### src/rtl/seg7_scan_ctrl_pkg.sv
// ---------------------------------------------------------------------------
// seg7_scan_ctrl_pkg
//   Shared definitions for the multiplexed 7-segment scan controller:
//   active-low segment patterns for hex digits 0-F, the all-off pattern,
//   the per-cycle display mode enum and the slot-length calculation.
//   Segment bit order everywhere is {CG,CF,CE,CD,CC,CB,CA}; 0 = segment lit.
// ---------------------------------------------------------------------------
package seg7_scan_ctrl_pkg;

   localparam logic [6:0] SEG_0   = 7'b100_0000;
   localparam logic [6:0] SEG_1   = 7'b111_1001;
   localparam logic [6:0] SEG_2   = 7'b010_0100;
   localparam logic [6:0] SEG_3   = 7'b011_0000;
   localparam logic [6:0] SEG_4   = 7'b001_1001;
   localparam logic [6:0] SEG_5   = 7'b001_0010;
   localparam logic [6:0] SEG_6   = 7'b000_0010;
   localparam logic [6:0] SEG_7   = 7'b111_1000;
   localparam logic [6:0] SEG_8   = 7'b000_0000;
   localparam logic [6:0] SEG_9   = 7'b001_0000;
   localparam logic [6:0] SEG_A   = 7'b000_1000;
   localparam logic [6:0] SEG_B   = 7'b000_0011;
   localparam logic [6:0] SEG_C   = 7'b100_0110;
   localparam logic [6:0] SEG_D   = 7'b010_0001;
   localparam logic [6:0] SEG_E   = 7'b000_0110;
   localparam logic [6:0] SEG_F   = 7'b000_1110;
   localparam logic [6:0] SEG_OFF = 7'h7F;

   // What the currently scanned digit is doing in this cycle.
   typedef enum logic [1:0] {
      MODE_DEAD  = 2'd0,   // anti-ghosting gap at the start of a slot
      MODE_DARK  = 2'd1,   // digit blanked (explicit or leading zero)
      MODE_PWM_O = 2'd2,   // active window, PWM off phase
      MODE_LIT   = 2'd3    // active window, anode driven
   } scan_mode_e;

   // Clock cycles spent on one digit: one frame split evenly over the digits.
   function automatic int unsigned calc_slot_cycles(input int unsigned clk_hz,
                                                    input int unsigned refresh_ms,
                                                    input int unsigned num_digits);
      return (clk_hz / 1000) * refresh_ms / num_digits;
   endfunction

endpackage

### src/rtl/seg7_scan_ctrl_decode.sv
// ---------------------------------------------------------------------------
// seg7_decode
//   Combinational hex-digit to 7-segment decoder (active-low outputs).
//   Ports:
//     i_code  in   4  digit code 0-F
//     o_seg   out  7  {CG,CF,CE,CD,CC,CB,CA}, 0 = segment lit
// ---------------------------------------------------------------------------
module seg7_decode
   import seg7_scan_ctrl_pkg::*;
(
   input  logic [3:0] i_code,
   output logic [6:0] o_seg
);

   always_comb begin
      // NOTE: default assigned first so every path drives o_seg and no latch is inferred.
      o_seg = SEG_OFF;
      case (i_code)
         4'h0: o_seg = SEG_0;
         4'h1: o_seg = SEG_1;
         4'h2: o_seg = SEG_2;
         4'h3: o_seg = SEG_3;
         4'h4: o_seg = SEG_4;
         4'h5: o_seg = SEG_5;
         4'h6: o_seg = SEG_6;
         4'h7: o_seg = SEG_7;
         4'h8: o_seg = SEG_8;
         4'h9: o_seg = SEG_9;
         4'hA: o_seg = SEG_A;
         4'hB: o_seg = SEG_B;
         4'hC: o_seg = SEG_C;
         4'hD: o_seg = SEG_D;
         4'hE: o_seg = SEG_E;
         4'hF: o_seg = SEG_F;
         default: o_seg = SEG_OFF;
      endcase
   end

endmodule

### src/rtl/seg7_scan_ctrl.sv
// ---------------------------------------------------------------------------
// seg7_scan_ctrl
//   Time-multiplexed common-anode 7-segment controller. Scans the digits from
//   the leftmost (NUM_DIGITS-1) down to 0, gives each digit a slot that begins
//   with an all-off dead time, PWM-dims the remaining window, blanks digits on
//   request or as leading zeros, and swaps in newly loaded content only at a
//   frame boundary so a frame never shows a mix of old and new digits.
//   Ports:
//     clk          in   1             system clock
//     rst          in   1             synchronous active-high reset
//     digits_in    in   4*NUM_DIGITS  digit i code at [4i+3:4i], digit 0 rightmost
//     dp_in        in   NUM_DIGITS    1 = decimal point lit on digit i
//     blank_in     in   NUM_DIGITS    1 = digit i forced dark
//     lz_blank     in   1             1 = suppress leading zeros
//     brightness   in   BRIGHT_W      0 = dark, all-ones = whole window lit
//     load         in   1             capture digits_in/dp_in/blank_in
//     an           out  NUM_DIGITS    anodes, active low
//     seg          out  7             segments {CG..CA}, active low
//     dp           out  1             decimal point, active low
//     frame_start  out  1             pulse on the first cycle of each frame
// ---------------------------------------------------------------------------
module seg7_scan_ctrl
   import seg7_scan_ctrl_pkg::*;
#(
   parameter int NUM_DIGITS  = 4,
   parameter int CLK_HZ      = 100_000_000,
   parameter int REFRESH_MS  = 16,
   parameter int DEAD_CYCLES = 1000,
   parameter int BRIGHT_W    = 4
) (
   input  logic                    clk,
   input  logic                    rst,
   input  logic [4*NUM_DIGITS-1:0] digits_in,
   input  logic [NUM_DIGITS-1:0]   dp_in,
   input  logic [NUM_DIGITS-1:0]   blank_in,
   input  logic                    lz_blank,
   input  logic [BRIGHT_W-1:0]     brightness,
   input  logic                    load,
   output logic [NUM_DIGITS-1:0]   an,
   output logic [6:0]              seg,
   output logic                    dp,
   output logic                    frame_start
);

   localparam int SLOT_CYCLES = int'(calc_slot_cycles(CLK_HZ, REFRESH_MS, NUM_DIGITS));
   localparam int CNT_W       = (SLOT_CYCLES > 1) ? $clog2(SLOT_CYCLES) : 1;
   localparam int IDX_W       = $clog2(NUM_DIGITS);

   localparam logic [CNT_W-1:0] SLOT_LAST = CNT_W'(SLOT_CYCLES - 1);
   localparam logic [CNT_W-1:0] DEAD_END  = CNT_W'(DEAD_CYCLES);
   localparam logic [IDX_W-1:0] IDX_FIRST = IDX_W'(NUM_DIGITS - 1);

   // Scan state
   logic [CNT_W-1:0]        r_slot_cnt;
   logic [IDX_W-1:0]        r_idx;
   logic [BRIGHT_W-1:0]     r_pwm_cnt;

   // Double buffer: pending collects loads, active is what the scan shows
   logic [4*NUM_DIGITS-1:0] r_pend_digits;
   logic [NUM_DIGITS-1:0]   r_pend_dp;
   logic [NUM_DIGITS-1:0]   r_pend_blank;
   logic                    r_pend_flag;
   logic [4*NUM_DIGITS-1:0] r_act_digits;
   logic [NUM_DIGITS-1:0]   r_act_dp;
   logic [NUM_DIGITS-1:0]   r_act_blank;

   // Registered pin drivers
   logic [NUM_DIGITS-1:0]   r_an;
   logic [6:0]              r_seg;
   logic                    r_dp;
   logic                    r_frame_start;

   logic                    w_slot_last;
   logic                    w_frame_wrap;
   logic [CNT_W-1:0]        w_slot_next;
   logic [3:0]              w_code;
   logic [6:0]              w_seg_dec;
   logic [NUM_DIGITS-1:0]   w_lz_mask;
   logic                    w_zero_run;
   logic                    w_dark;
   logic                    w_pwm_on;
   scan_mode_e              w_mode;

   assign w_slot_last  = (r_slot_cnt == SLOT_LAST);
   assign w_slot_next  = w_slot_last ? '0 : r_slot_cnt + 1'b1;
   // Last cycle of the rightmost digit: the next cycle starts a new frame.
   assign w_frame_wrap = w_slot_last && (r_idx == '0);

   // ------------------------------------------------------------------
   // Slot counter, scan index, PWM counter
   // ------------------------------------------------------------------
   always_ff @(posedge clk) begin
      if (rst) begin
         r_slot_cnt <= '0;
         r_idx      <= IDX_FIRST;
         r_pwm_cnt  <= '0;
      end else begin
         // NOTE: non-blocking assignments so every flop samples pre-edge values, independent of statement order.
         r_slot_cnt <= w_slot_next;
         // Restart PWM exactly when the active window opens so every slot
         // gets the same lit pattern regardless of window length.
         r_pwm_cnt  <= (w_slot_next == DEAD_END) ? '0 : r_pwm_cnt + 1'b1;
         if (w_slot_last) begin
            r_idx <= (r_idx == '0) ? IDX_FIRST : r_idx - 1'b1;
         end
      end
   end

   // ------------------------------------------------------------------
   // Pending/active buffers
   // ------------------------------------------------------------------
   always_ff @(posedge clk) begin
      if (rst) begin
         // NOTE: the display buffers are ordinary flops, so they are reset; blank=all-ones keeps the display dark until the first load.
         r_pend_digits <= '0;
         r_pend_dp     <= '0;
         r_pend_blank  <= '1;
         r_pend_flag   <= 1'b0;
         r_act_digits  <= '0;
         r_act_dp      <= '0;
         r_act_blank   <= '1;
      end else if (w_frame_wrap) begin
         // A load landing on the wrap cycle bypasses pending so it is not
         // delayed by a whole frame.
         if (load) begin
            r_act_digits <= digits_in;
            r_act_dp     <= dp_in;
            r_act_blank  <= blank_in;
         end else if (r_pend_flag) begin
            r_act_digits <= r_pend_digits;
            r_act_dp     <= r_pend_dp;
            r_act_blank  <= r_pend_blank;
         end
         r_pend_flag <= 1'b0;
      end else if (load) begin
         r_pend_digits <= digits_in;
         r_pend_dp     <= dp_in;
         r_pend_blank  <= blank_in;
         r_pend_flag   <= 1'b1;
      end
   end

   // ------------------------------------------------------------------
   // Leading-zero mask: bit i set when digits N-1..i are all zero.
   // Digit 0 is never suppressed so a zero value still shows "0".
   // ------------------------------------------------------------------
   always_comb begin
      w_lz_mask  = '0;
      w_zero_run = 1'b1;
      for (int i = NUM_DIGITS - 1; i >= 1; i--) begin
         w_zero_run   = w_zero_run && (r_act_digits[4*i +: 4] == 4'h0);
         w_lz_mask[i] = w_zero_run;
      end
   end

   assign w_code   = r_act_digits[{r_idx, 2'b00} +: 4];
   assign w_dark   = r_act_blank[r_idx] | (lz_blank & w_lz_mask[r_idx]);
   assign w_pwm_on = (&brightness) || (r_pwm_cnt < brightness);

   seg7_decode u_decode (
      .i_code (w_code),
      .o_seg  (w_seg_dec)
   );

   always_comb begin
      w_mode = MODE_DEAD;
      if (r_slot_cnt < DEAD_END) begin
         w_mode = MODE_DEAD;
      end else if (w_dark) begin
         w_mode = MODE_DARK;
      end else if (w_pwm_on) begin
         w_mode = MODE_LIT;
      end else begin
         w_mode = MODE_PWM_O;
      end
   end

   // ------------------------------------------------------------------
   // Output registers: one cycle behind the scan state
   // ------------------------------------------------------------------
   always_ff @(posedge clk) begin
      if (rst) begin
         r_an          <= '1;
         r_seg         <= SEG_OFF;
         r_dp          <= 1'b1;
         r_frame_start <= 1'b0;
      end else begin
         r_frame_start <= (r_slot_cnt == '0) && (r_idx == IDX_FIRST);
         if (w_mode == MODE_LIT) begin
            r_an  <= ~(NUM_DIGITS'(1) << r_idx);
            r_seg <= w_seg_dec;
            r_dp  <= ~r_act_dp[r_idx];
         end else begin
            r_an  <= '1;
            r_seg <= SEG_OFF;
            r_dp  <= 1'b1;
         end
      end
   end

   assign an          = r_an;
   assign seg         = r_seg;
   assign dp          = r_dp;
   assign frame_start = r_frame_start;

endmodule

### config.mk
export PLATFORM = sky130hd
export DESIGN_NAME = seg7_scan_ctrl
export DESIGN_NICKNAME = d
export VERILOG_FILES = /design/src/rtl/seg7_scan_ctrl_pkg.sv /design/src/rtl/seg7_scan_ctrl_decode.sv /design/src/rtl/seg7_scan_ctrl.sv
export SDC_FILE = /design/constraint.sdc
export NUM_CORES = 1
export LEC_CHECK = 0
export BUFFER_PORTS_ARGS = -buffer_cell sky130_fd_sc_hd__buf_2
export CORE_ASPECT_RATIO = 0.5
export CORE_MARGIN = 2
export CORE_UTILIZATION = 45
export CTS_CLUSTER_DIAMETER = 120
export DETAILED_ROUTE_END_ITERATION = 16
export PLACE_DENSITY_LB_ADDON = 0.3
export SLEW_MARGIN = 20
export SYNTH_ARGS = -nofsm -noshare
export SYNTH_HDL_FRONTEND = slang
export SYNTH_SLANG_ARGS = --single-unit
### constraint.sdc
create_clock -name clk -period 3 [get_ports clk]
set_input_delay 0.3 -clock clk [delete_from_list [all_inputs] [get_ports clk]]
set_output_delay 0.3 -clock clk [all_outputs]
set_load 0.01 [all_outputs]
[Yosys cells after proc, flatten, opt, wreduce, memory -nomap -nowiden]
Memories as Yosys holds them, arrays and structs flattened. A register that Yosys moved wholly into a read port is not among the register bits.
Cells that the tools add are included.
Word-level totals
  register bits: 80
  ROM bits: 112
  input bits: 32
  output and inout bits: 13
  memories kept: 1
Memories
  (no name shown): words 16, width 7, read ports 1, clocked after memory_dff 1, wr ports 0, RTL line seg7_scan_ctrl_decode.sv:18  | case (i_code)
Operators by class
  $add $sub $neg: 3
  order comparisons: 3
  eq/ne operators: 4
  shift operators: 2
  muxes and demuxes: 17
  bitwise operators: 6
  reduce and logical (&&, ||, !) cells: 17
Operator list (number)
  $mux 16: 2
  $add 19x1->19 const B: 1
  $eq 19x10->1 const B: 1
  $eq 19x19->1 const B: 1
  $logic_not 19->1: 1
  $lt 19x10->1 const B: 1
  $mux 19: 1
  $mux 4: 4
  $shiftx 16x5->4: 1
  $logic_not 4->1: 3
  $bmux 1 s2: 3
  $mux 2: 3
  $reduce_or 2->1: 3
  $add 4x1->4 const B: 1
  $eq 2x2->1 const B: 2
  $logic_and 1x1->1: 4
  $lt 4x4->1: 1
  $mux 1: 4
  $not 4->4: 1
  $reduce_and 2->1: 2
  $reduce_and 4->1: 1
  $shl 1x2->4 const A: 1
  $lt 2x3->1 const B: 1
  $not 1->1: 3
  other kinds (6): 6

[Longest topological paths before layout]
  depth in word-level cells: 12
  mapped depth: 9
  depth with buffers taken out: 8

[Cells and area by module]
A second synthesis with hierarchy kept.
Unflattened totals
  cell total of the unflattened synthesis: 465
  area, all modules: 4355.4 um^2
By module, submodules not included
  seg7_scan_ctrl: times used 1, cells each 433, area each 4080.2 um^2, sequential area each 1741.7 um^2
  seg7_decode: times used 1, cells each 32, area each 275.3 um^2, sequential area each 0.0 um^2

[Worst setup path after synthesis]
No wires, ideal clock.
  path kind: reg2reg
  from: reg r_slot_cnt[14]
  to: reg r_act_digits[6]
  setup time: 0.079 ns
  data arrival time: 2.392 ns
  data required time: 2.921 ns
  setup slack: 0.528 ns
  stages on the path, launching flop included: 8
  buffers on the path: 1
  period minus slack after synthesis: 2.472 ns
  path through: dfxtp_1 > or4_4 > or4_4 > or2_4 > nor4_4 > buf_6 > nor2_1 > a211oi_2
Between the ends
  word-level cells in the longest chain between the ends: 3
Ends and longest elaborated chain
  start: declaration: RTL line seg7_scan_ctrl.sv:54  | logic [CNT_W-1:0] r_slot_cnt;
  start signal: assignment: RTL line seg7_scan_ctrl.sv:99  | r_slot_cnt <= w_slot_next;
  $eq 19x19->1: RTL line seg7_scan_ctrl.sv:84  | assign w_slot_last = (r_slot_cnt == SLOT_LAST);
  $logic_and 1x1->1: RTL line seg7_scan_ctrl.sv:87  | assign w_frame_wrap = w_slot_last && (r_idx == '0);
  $reduce_and 2->1 (no line)
  end signal: assignment: RTL line seg7_scan_ctrl.sv:126  | r_act_digits <= digits_in;
  end signal: assignment: RTL line seg7_scan_ctrl.sv:130  | r_act_digits <= r_pend_digits;
  end: declaration: RTL line seg7_scan_ctrl.sv:63  | logic [4*NUM_DIGITS-1:0] r_act_digits;
No other way between the ends.
A chain may end at the register's enable or synchronous reset.

[Worst setup path in the final report]
  from: reg r_slot_cnt[14]
  to: reg r_slot_cnt[10]
Between the ends
  word-level cells in the longest chain between the ends: 2
Ends and longest elaborated chain
  $eq 19x19->1: RTL line seg7_scan_ctrl.sv:84
  $mux 19: RTL line seg7_scan_ctrl.sv:85  | assign w_slot_next = w_slot_last ? '0 : r_slot_cnt + 1'b1;
No other way between the ends.

==> results.yml <==
sta:
  rsz0062_at_grt: "false"
  finalClockSkew_ns: 0.00843
  fmaxAchievable_ghz: 0.371
  post-route-min-period_ns: 2.70
  finalSetupTns_ns: 0
  slew_violations: 0
  finalSetupViolCount: 0
  period_share_pct: 89.9
  hold_viol: 0
  slew_headroom_pct: 50.5
  tightest_slew_ns: 0.742
min_path:
  min-delay-start: "blank_in[0]"
  whs_path_depth: 3
  holdCritPathClass: "input pin to flip-flop"
  hold_end: "r_pend_blank[0]"
run:
  maxCapViolCount: 0
setup_path:
  worstPathArrival_ns: 2.94
  start_kind: "flip-flop"
  r2r_slack_ns: 0.30
  worstPathMaxFanout: 12
  crit_chain: "or4_4, or4_4, nor3_1, buf_4, or2_2, o21ba_2"
  crit_top_cell: "or4_4"
  cpMaxStageDelayCell: "or4_4"
  endpoint_kind: "flip-flop"
  crit_type: "flip-flop to flip-flop"
  reg2reg_to: "r_slot_cnt[10]"
  worstPathRequired_ns: 3.24
  r2r-start: "r_slot_cnt[14]"
  r2r_cells: 6
  critPathMaxStageDelay_ns: 0.56
synthesis:
  synth_cells: 486
  yosys.area_share.simple_pct: 22.2
  synth_edf_count: 0
  synth-warning-count: 0
  synth_xor_area_share_pct: 3.85
  ys_seq_area_share_pct: 38.3
  async_flop_share_pct: 0
  synth-compound-area-share_pct: 14.4
  synthAdderAreaFrac_pct: 4.40
  synth_cell_types: 55
  syn-cell-area_sq_um: 4550
  netlist_top_cells_count: "dfxtp_1 (87), nand2_1 (64), nor2_1 (53), a21oi_1 (28), mux2i_1 (25)"
  synth-seq-cells: 87
  synth_top_area_cell: "dfxtp_1"
  synth_nets: 534
  syn_avg_cell_area_sq_um: 9.35
  synthTopCellsByArea: "dfxtp_1 (38%), a211oi_2 (5.5%), mux2i_1 (5.5%)"
  yosysTopAreaCellShare_pct: 38.3
  synth_top_family_by_area: "simple AND/OR/NAND/NOR gates"
  synth.area.mux_share_pct: 8.97
  synth_most_common_cell: "dfxtp_1"
  dominantRegCellSynth: "dfxtp_1"
drt:
  ant_nets: 0
  first_iter_violations: 202
  viasPerCell: 5.32
  drc_errors: 0
  wl_per_cell_microns: 14.3
  wirelength_microns: 9430
  drt_pre_antenna_iters: 4
  vias: 3515
global_route:
  grt_max_degree: 64
  use_met1_pct: 23.2
  met2_usage_pct: 30.1
  grt.overflow.total: 0
  grt_pass1_vias: 3261
  grt_first_pass_wirelength_microns: 15600
  grtUsageMet3_pct: 5.52
  track_usage_pct: 18.2
  antenna_found_initial: 0
  busiest_layer: "met2"
cts:
  clk_latency_ns: 0.35
  clk_path_buf_depth: 2
  hold_buffers: 0
  cts_buffers: 9
  htreeDepth: 3
  clk_pin_slew_worst_paths_ns: 0.06
  cts_num_sinks: 87
  root_buffer: "clkbuf_16"
  cts_tree: "built"
placed_design:
  io_buffers: 44
  finalWeightedCongestion: 0.902
  placed_cells: 644
  hpwl_microns: 6420
die:
  pin_count: 45
  die_w_microns: 146
  die_area_sq_um: 11000
  core-area_sq_um: 9630
  num_rows: 25
  initial_utilization_pct: 47.2
  die_y_microns: 75.1
final_layout:
  diodes: 0
  nNetsFinal: 569
  area_delta_synth_final_pct: 10.9
  drive_above_1_share_pct: 22.2
  stdcell_count: 661
pwr:
  total_power_mw: 2.42
  irDropWorstVdd_mv: 0.275
  p_leak_nw: 1.93
  p_per_area_nw_per_um2: 480
outcome:
  status: "finished, final reports clean"
## cell type report
type,instances,area (sq um)
Fill cell,916,4590
Multi-Input combinational cell,350,2450
Sequential cell,87,1740
Timing Repair Buffer,58,338
Clock buffer,10,239
Tap cell,135,169
Inverter,15,56.3
Clock inverter,6,42.5
## flip-flops by register name, summed over array words and instances, names as in the netlist, 4 cells and up
signal,cells
r_pend_digits,16
r_pwm_cnt,4
r_act_blank,4
an,4
seg,7
r_act_digits,16
r_pend_blank,4
r_slot_cnt,19
r_pend_dp,4
r_act_dp,4
## power breakdown
| group | internal (mW) | leakage (nW) | switching, mW |
|---|---|---|---|
| registers | 1.18 | 0.708 | 0.0193 |
| clock network | 0.586 | 0.135 | 0.474 |
| logic | 0.0662 | 1.09 | 0.0913 |
## critical path, delay by kind of cell (launching register included)
| family | cells | cell delay [ns] |
|---|---|---|
| flip-flops | 1 | 0.37 |
| buffers and inverters | 1 | 0.24 |
| AND/OR/NAND/NOR | 4 | 1.78 |
| AO/OA/AOI/OAI | 1 | 0.20 |
## worst max path at each step
stage / depth (start not counted) / startpoint / to
after detailed placement: 7 / r_slot_cnt[0] / r_pwm_cnt[3]
after CTS: 7 / r_slot_cnt[0] / r_pwm_cnt[3]
final: 6 / r_slot_cnt[14] / r_slot_cnt[10]
after global placement: 7 / r_slot_cnt[0] / r_pwm_cnt[3]
after floorplan: 7 / r_slot_cnt[14] / r_act_digits[6]
after global routing: 8 / r_slot_cnt[1] / r_pwm_cnt[3]
## stage by stage
step           cell area (sq um)  hold WS, ns  setup WS [ns]  utilization, %
6_report                    5040        0.178          0.303            52.3
5_1_grt                     5040        0.191          0.161            52.3
4_1_cts                     5030        0.167          0.208            52.2
3_5_place_dp                4750        0.446          0.251            49.3
3_3_place_gp                4740        0.440          0.286            49.2
2_1_floorplan               4550        0.424          0.528               -
## layout by cell type, fill, tap and decap left out, drive strengths merged, types with 4 or more instances in the layout
cell,Yosys,layout
a211oi,21,21
nor2,53,53
xor2,12,12
nor4,11,11
a211o,5,5
dfxtp,87,87
mux4,7,7
nand4,8,8
nand3b,7,7
or3,4,4
o21ai,7,7
or4,5,5
xnor2,8,8
a21o,4,4
nand2,64,64
clkbuf,19,10
inv,15,17
a21oi,28,28
buf,13,58
ha,16,16
or2,5,5
nand3,18,18
o221ai,5,5
nor3,10,10
mux2i,25,25
## layer usage
metal  vias up  routed length, microns
met5         -                       0
met3        13                     513
met4         0                     136
li1       1783                       -
met2        77                    4260
met1      1642                    4520
## kinds of logic after synthesis
kind of cell / count (synthesis)
flip-flops: 87
XOR/XNOR: 20
multiplexers: 32
buffers and inverters: 49
AO/OA/AOI/OAI: 80
AND/OR/NAND/NOR: 202
adder cells (fa/ha/maj): 16
## timing repair
item / 4_1_cts / 5_1_grt
endpoints found under the hold margin: 0 / 0
buffers inserted: 0 / 1
setup endpoints to repair: 0 / 4
resized for setup: 0 / 0
(Power assumes the default switching activity.)
